[src/rtl/mem_port_arbiter.sv]
`default_nettype none
`timescale 1ns/1ps
// ============================================================================
// Module   : mem_port_arbiter
// Purpose  : Shares the single byte-wide RAM/IO port between instruction
//            fetch (IF) and the load/store buffer (LSB). Each accepted request
//            is split into 1/2/4 byte beats. Read bytes are assembled
//            little-endian. Each transaction returns exactly one done pulse.
// Revision : 1.0 - initial release
// ----------------------------------------------------------------------------
// Ports
//   clk_in, rst_in        clock (rising edge), synchronous active-high reset
//   rdy_in                global enable; low freezes the arbiter
//   clear                 flush: aborts in-flight IF fetches and loads
//   io_buffer_full        stalls write beats that target the I/O region
//   if_req/if_addr        fetch request (held until if_done)
//   if_done/if_data       one-cycle completion pulse and fetched word
//   ls_req/ls_wr/ls_size  load/store request, direction and size code
//   ls_addr/ls_wdata      load/store address and store data
//   ls_done/ls_rdata      one-cycle completion pulse and zero-filled load data
//   busy                  high whenever a transaction is in progress
//   mem_din/mem_dout      RAM read data (1-cycle latency) and write data
//   mem_a/mem_wr          RAM byte address and write strobe
// ============================================================================
module mem_port_arbiter #(
    parameter logic [31:0] IO_BASE  = 32'h0003_0000,
    parameter int unsigned IF_BYTES = 4
) (
    input  logic        clk_in,
    input  logic        rst_in,
    input  logic        rdy_in,
    input  logic        clear,
    input  logic        io_buffer_full,
    input  logic        if_req,
    input  logic [31:0] if_addr,
    output logic        if_done,
    output logic [31:0] if_data,
    input  logic        ls_req,
    input  logic        ls_wr,
    input  logic [1:0]  ls_size,
    input  logic [31:0] ls_addr,
    input  logic [31:0] ls_wdata,
    output logic        ls_done,
    output logic [31:0] ls_rdata,
    output logic        busy,
    input  logic [7:0]  mem_din,
    output logic [7:0]  mem_dout,
    output logic [31:0] mem_a,
    output logic        mem_wr
);

    typedef enum logic [2:0] {
        S_IDLE  = 3'd0,
        S_IF_RD = 3'd1,
        S_LS_RD = 3'd2,
        S_LS_WR = 3'd3,
        S_DONE  = 3'd4
    } state_t;

    localparam logic [2:0] C_IF_NBYTES = IF_BYTES[2:0];

    // Size code to byte count; the unused code 3 behaves as a single byte.
    function automatic logic [2:0] f_size_bytes(input logic [1:0] sz);
        case (sz)
            2'd1:    f_size_bytes = 3'd2;
            2'd2:    f_size_bytes = 3'd4;
            default: f_size_bytes = 3'd1;
        endcase
    endfunction

    state_t      state_q, state_d;
    logic [2:0]  cnt_q, cnt_d;
    logic [2:0]  nbytes_q, nbytes_d;
    logic [31:0] addr_q, addr_d;
    logic [31:0] wdata_q, wdata_d;
    logic [31:0] data_q, data_d;
    logic        own_ls_q, own_ls_d;
    logic        store_q, store_d;

    // Holds the RAM byte that was in flight when rdy_in dropped. mem_a is
    // frozen during the stall, so the RAM output drifts to the next address.
    // The byte owed to the capture logic is kept here until the stall ends.
    logic [7:0]  skid_q;
    logic        skid_vld_q;

    logic [31:0] w_beat_addr;
    logic        w_beat_active;
    logic        w_is_rd;
    logic        w_io_block;
    logic [7:0]  w_din;
    logic [7:0]  w_wbyte;
    logic        w_done_ok;

    assign w_beat_addr   = addr_q + {29'd0, cnt_q};
    assign w_beat_active = (cnt_q < nbytes_q);
    assign w_is_rd       = (state_q == S_IF_RD) || (state_q == S_LS_RD);
    assign w_io_block    = (w_beat_addr >= IO_BASE) && io_buffer_full;
    assign w_din         = skid_vld_q ? skid_q : mem_din;

    always_comb begin
        w_wbyte = 8'h00;
        case (cnt_q[1:0])
            2'd0: w_wbyte = wdata_q[7:0];
            2'd1: w_wbyte = wdata_q[15:8];
            2'd2: w_wbyte = wdata_q[23:16];
            2'd3: w_wbyte = wdata_q[31:24];
            default: w_wbyte = 8'h00;
        endcase
    end

    // The trailing capture-only read cycle drives address 0. This avoids a
    // spurious read of an I/O location past the end of the transfer.
    assign mem_a    = ((w_is_rd && w_beat_active) || (state_q == S_LS_WR)) ? w_beat_addr : 32'd0;
    assign mem_wr   = (state_q == S_LS_WR) && rdy_in && !w_io_block;
    assign mem_dout = (state_q == S_LS_WR) ? w_wbyte : 8'h00;
    assign busy     = (state_q != S_IDLE);

    // Done is qualified by rdy_in, so a frozen DONE state yields one pulse.
    // Stores are already committed, so a flush cannot suppress their done.
    assign w_done_ok = (state_q == S_DONE) && rdy_in && !(clear && !store_q);
    assign if_done   = w_done_ok && !own_ls_q;
    assign ls_done   = w_done_ok && own_ls_q;
    assign if_data   = data_q;
    assign ls_rdata  = data_q;

    always_comb begin
        state_d  = state_q;
        cnt_d    = cnt_q;
        nbytes_d = nbytes_q;
        addr_d   = addr_q;
        wdata_d  = wdata_q;
        data_d   = data_q;
        own_ls_d = own_ls_q;
        store_d  = store_q;

        if (rdy_in) begin
            case (state_q)
                S_IDLE: begin
                    if (!clear) begin
                        if (ls_req) begin
                            own_ls_d = 1'b1;
                            store_d  = ls_wr;
                            addr_d   = ls_addr;
                            wdata_d  = ls_wdata;
                            nbytes_d = f_size_bytes(ls_size);
                            cnt_d    = 3'd0;
                            data_d   = 32'd0;
                            state_d  = ls_wr ? S_LS_WR : S_LS_RD;
                        end else if (if_req) begin
                            own_ls_d = 1'b0;
                            store_d  = 1'b0;
                            addr_d   = if_addr;
                            nbytes_d = C_IF_NBYTES;
                            cnt_d    = 3'd0;
                            data_d   = 32'd0;
                            state_d  = S_IF_RD;
                        end
                    end
                end
                S_IF_RD, S_LS_RD: begin
                    if (clear) begin
                        state_d = S_IDLE;
                        cnt_d   = 3'd0;
                    end else begin
                        // The byte for the address driven last cycle arrives now.
                        case (cnt_q)
                            3'd1: data_d[7:0]   = w_din;
                            3'd2: data_d[15:8]  = w_din;
                            3'd3: data_d[23:16] = w_din;
                            3'd4: data_d[31:24] = w_din;
                            default: ;
                        endcase
                        if (cnt_q == nbytes_q) begin
                            state_d = S_DONE;
                        end else begin
                            cnt_d = cnt_q + 3'd1;
                        end
                    end
                end
                S_LS_WR: begin
                    if (!w_io_block) begin
                        if (cnt_q == (nbytes_q - 3'd1)) begin
                            state_d = S_DONE;
                        end else begin
                            cnt_d = cnt_q + 3'd1;
                        end
                    end
                end
                S_DONE: begin
                    state_d = S_IDLE;
                    cnt_d   = 3'd0;
                end
                default: begin
                    state_d = S_IDLE;
                    cnt_d   = 3'd0;
                end
            endcase
        end
    end

    always_ff @(posedge clk_in) begin
        if (rst_in) begin
            state_q  <= S_IDLE;
            cnt_q    <= 3'd0;
            nbytes_q <= 3'd0;
            addr_q   <= 32'd0;
            wdata_q  <= 32'd0;
            data_q   <= 32'd0;
            own_ls_q <= 1'b0;
            store_q  <= 1'b0;
        end else begin
            state_q  <= state_d;
            cnt_q    <= cnt_d;
            nbytes_q <= nbytes_d;
            addr_q   <= addr_d;
            wdata_q  <= wdata_d;
            data_q   <= data_d;
            own_ls_q <= own_ls_d;
            store_q  <= store_d;
        end
    end

    always_ff @(posedge clk_in) begin
        if (rst_in) begin
            skid_q     <= 8'h00;
            skid_vld_q <= 1'b0;
        end else if (!rdy_in) begin
            if (!skid_vld_q) begin
                skid_q     <= mem_din;
                skid_vld_q <= 1'b1;
            end
        end else begin
            skid_vld_q <= 1'b0;
        end
    end

endmodule
`default_nettype wire

[config.mk]
export PLATFORM = sky130hd
export DESIGN_NAME = mem_port_arbiter
export DESIGN_NICKNAME = d
export VERILOG_FILES = /design/src/rtl/mem_port_arbiter.sv
export SDC_FILE = /design/constraint.sdc
export NUM_CORES = 1
export LEC_CHECK = 0
export BUFFER_PORTS_ARGS = -buffer_cell sky130_fd_sc_hd__clkbuf_2
export CORE_ASPECT_RATIO = 2
export CORE_MARGIN = 2
export CORE_UTILIZATION = 35
export CTS_BUF_LIST = sky130_fd_sc_hd__clkbuf_8 sky130_fd_sc_hd__clkbuf_16
export DETAILED_ROUTE_END_ITERATION = 6
export PLACE_DENSITY = 0.6
export SLEW_MARGIN = 20
export SYNTH_ARGS = -nofsm -noshare
export SYNTH_HDL_FRONTEND = slang
export SYNTH_SLANG_ARGS = --single-unit
[constraint.sdc]
create_clock -name clk_in -period 5 [get_ports clk_in]
set_clock_uncertainty 0.2 [all_clocks]
set_input_delay 1 -clock clk_in [delete_from_list [all_inputs] [get_ports clk_in]]
set_output_delay 1 -clock clk_in [all_outputs]
set_load 0.05 [all_outputs]
==> impl_results.md <==
- Crit path capture type: output port
- Routability cong.: 0.918
- Placed Area: 7430 sq um
- GRT Util Overall: 0.197
- Via density: 5.11
- Die X: 99.9 microns
- Detailed Place HPWL: 14900 microns
- Synth Instances: 802
- DR WL/cell: 16.2 microns
- WHS Endpoint: wdata_q[10]
- Peak supply drop: 0.168 mV
- Remaining DRCs: 0
- Main synth FF type: dfxtp_1
- Number of synthesized flops with an enable pin: 0
- Cell Rows: 70
- Filler instances: 1901
- Final hold violation count: 0
- Sequential fraction of the synthesis area: 0.360
- Crit path kind: flop to output port
- Hold depth: 2
- RSZ-0062 raised after global routing: false
- GR Overflow Total: 0
- First-pass GRT wire length: 29800 microns
- Total power: 2.55 mW
- Largest net degree at the start of global routing: 85
- Drt total wl: 19300 microns
- Cell Area, Synth: 6440 sq um
- Final Critical Period: 4.55 ns
- Hold WC Path Type: flop to flop
- CP Launch Type: flop
- Async S/R FF share, synth: 0
- Status: finished, final reports clean
- Initial antenna violation count: 1
- Leakage: 3.49 nW
- Post-CTS Setup Inserts: 0
- Drt first pass iters: 4
- Post-CTS Resized: 0
- Synth Net Count: 932
- Worst hold slack: 0.255 ns
- Port bufs: 221
- NumNets Final: 1092
- Crit path DAT: 3.35 ns
- Max Cap Viol: 0
- Most frequent cells in the layout: clkbuf_2, nor2_1, dfxtp_1
- Synth warnings: 0
- Slew headroom: 0.320
- Leading area contributor after synthesis: dfxtp_1
- Mapped Avg Cell Area: 8.03 sq um
- CTS buffer count: 17
- Most area-consuming cells after synthesis: dfxtp_1, mux2i_1, nor2_1, nand2_1, a21oi_1
- CTS Buffer Depth: 2
- Setup TNS: 0 ns
- # hold bufs at CTS: 0
- Non-Filler Instances: 1189
- Critical path peak fanout: 5
- Initial Utilization: 0.355
- Clock Latency Late Sink: 0.41 ns
- IO Pins: 222
- Origin of the critical flop-to-flop path: cnt_q[0]
- Area grow syn2layout: 24.1%
- Hold path startpoint: wdata_q[10]
- Finished layout cell area: 8000 sq um
- Required @ worst endpoint: 3.80 ns
- Reg-to-reg critical path endpoint: state_q[0]
- Number of DRC markers in iteration 0: 175
- Final ANT Viol Nets: 0
- Max frequency: 220 MHz
- Placed cell count: 1159
- Final Util: 0.441
- Commonest non-fill, non-tap cell in the layout: clkbuf_2
- CTS tree: done
- Reg2Reg Setup Slack: 1.47 ns
- Post-synth top area share: 0.360
- Share of layout cells above drive strength 1: 0.282
- H-tree levels: 4
- Post-synthesis register bit count: 116
- Clock-pin slew on the worst setup and hold paths: 0.06 ns
- Cell count of the worst reg-to-reg path: 10
- Number of global-route vias before repair: 5754
- N_diodes: 0
- Clock tree sinks: 116
- Tightest Pin Transition: 1.02 ns
- Max Slew Vio Count: 0
- Die Ht: 196 microns
- Pre-CTS setup slack: 0.840 ns
- Finish-stage setup viols: 0
- Core area: 18100 sq um
- Setup ws final: 0.449 ns
- Vias: 6080
- P per Cell Area: 319 nW/um^2
- Area of the die: 19600 sq um
- Root buffer cell: clkbuf_16
- Post-synth cell types: 57
- Period utilization: 0.910
how the worst max path moves through the flow:
stage,from,cells past startpoint,endpoint,slack (ns)
floorplan,cnt_q[0],9,mem_wr,1.22
global placement,cnt_q[0],10,mem_wr,0.89
detailed placement,cnt_q[0],10,mem_wr,0.84
CTS,cnt_q[0],10,mem_wr,0.39
global route,cnt_q[0],10,mem_wr,0.26
finish,cnt_q[0],10,mem_wr,0.45
routing by layer:
metal | global-route usage | share of wire | wire length [microns] | up-vias
met5 | 0 | 0.00062 | 12 | -
met4 | 0.100 | 0.038 | 741 | 2
met3 | 0.0363 | 0.039 | 758 | 44
met2 | 0.381 | 0.56 | 10800 | 195
met1 | 0.194 | 0.36 | 6910 | 2784
li1 | - | - | - | 3055
power breakdown:
| group | switching [mW] | internal, mW | leakage [nW] |
|---|---|---|---|
| Sequential | 0.0536 | 0.968 | 0.943 |
| Combinational | 0.216 | 0.137 | 2.27 |
| Clock | 0.427 | 0.747 | 0.281 |
| Total | 0.697 | 1.85 | 3.49 |
Yosys cell counts, drive strengths merged, types with 2 or more instances:
| cell type | count |
|---|---|
| nand2b | 5 |
| a22oi | 3 |
| a21oi | 60 |
| o22ai | 2 |
| o21ai | 19 |
| buf | 41 |
| and3 | 6 |
| dfxtp | 116 |
| mux2i | 74 |
| or2 | 2 |
| a211oi | 37 |
| xor2 | 11 |
| o21a | 3 |
| and2 | 3 |
| inv | 16 |
| nor2 | 140 |
| nor3 | 16 |
| and4 | 9 |
| nor4 | 2 |
| nand2 | 91 |
| nand4 | 7 |
| a21o | 2 |
| ha | 15 |
| a222oi | 8 |
| or3 | 4 |
| clkbuf | 46 |
| o31ai | 2 |
| nor2b | 7 |
| xnor2 | 20 |
| o2111ai | 2 |
| nand3 | 16 |
| mux2 | 3 |
worst max-delay path: stages, from the launching register on:
cell	delay, ns
dfxtp_1	0.40
ha_1	0.26
fa_1	0.23
a21o_1	0.20
nand4_1	0.24
nor3_2	0.38
mux2_2	0.38
a2bb2oi_1	0.15
nor3_1	0.23
o211a_1	0.19
clkbuf_2	0.28
registers in the layout, summed over array words and instances (netlist names):
register and flops:
addr_q 32, skid_vld_q 1, if_data 32, wdata_q 32, own_ls_q 1, cnt_q 3, skid_q 8, store_q 1
nbytes_q 3, state_q 3
layout make-up:
cell class,instances,area (sq um),area share
repair buffers,228,1160,0.145
flip-flops and latches,116,2320,0.290
clock buffers,19,453,0.0566
inverters,16,60.1,0.00751
multi-input cells,583,3620,0.452
clock inverters,11,113,0.0141
well taps,216,270,0.0338
logic make-up after synthesis:
logic type	after synthesis	share of synthesized area
mux	77	0.120
compound gates	148	0.148
simple gates	311	0.217
flops	116	0.360
fa+ha+maj	16	0.0322
buf+inv	103	0.0798
xor+xnor	31	0.0421
No activity file was read; power rests on OpenSTA's default activity.
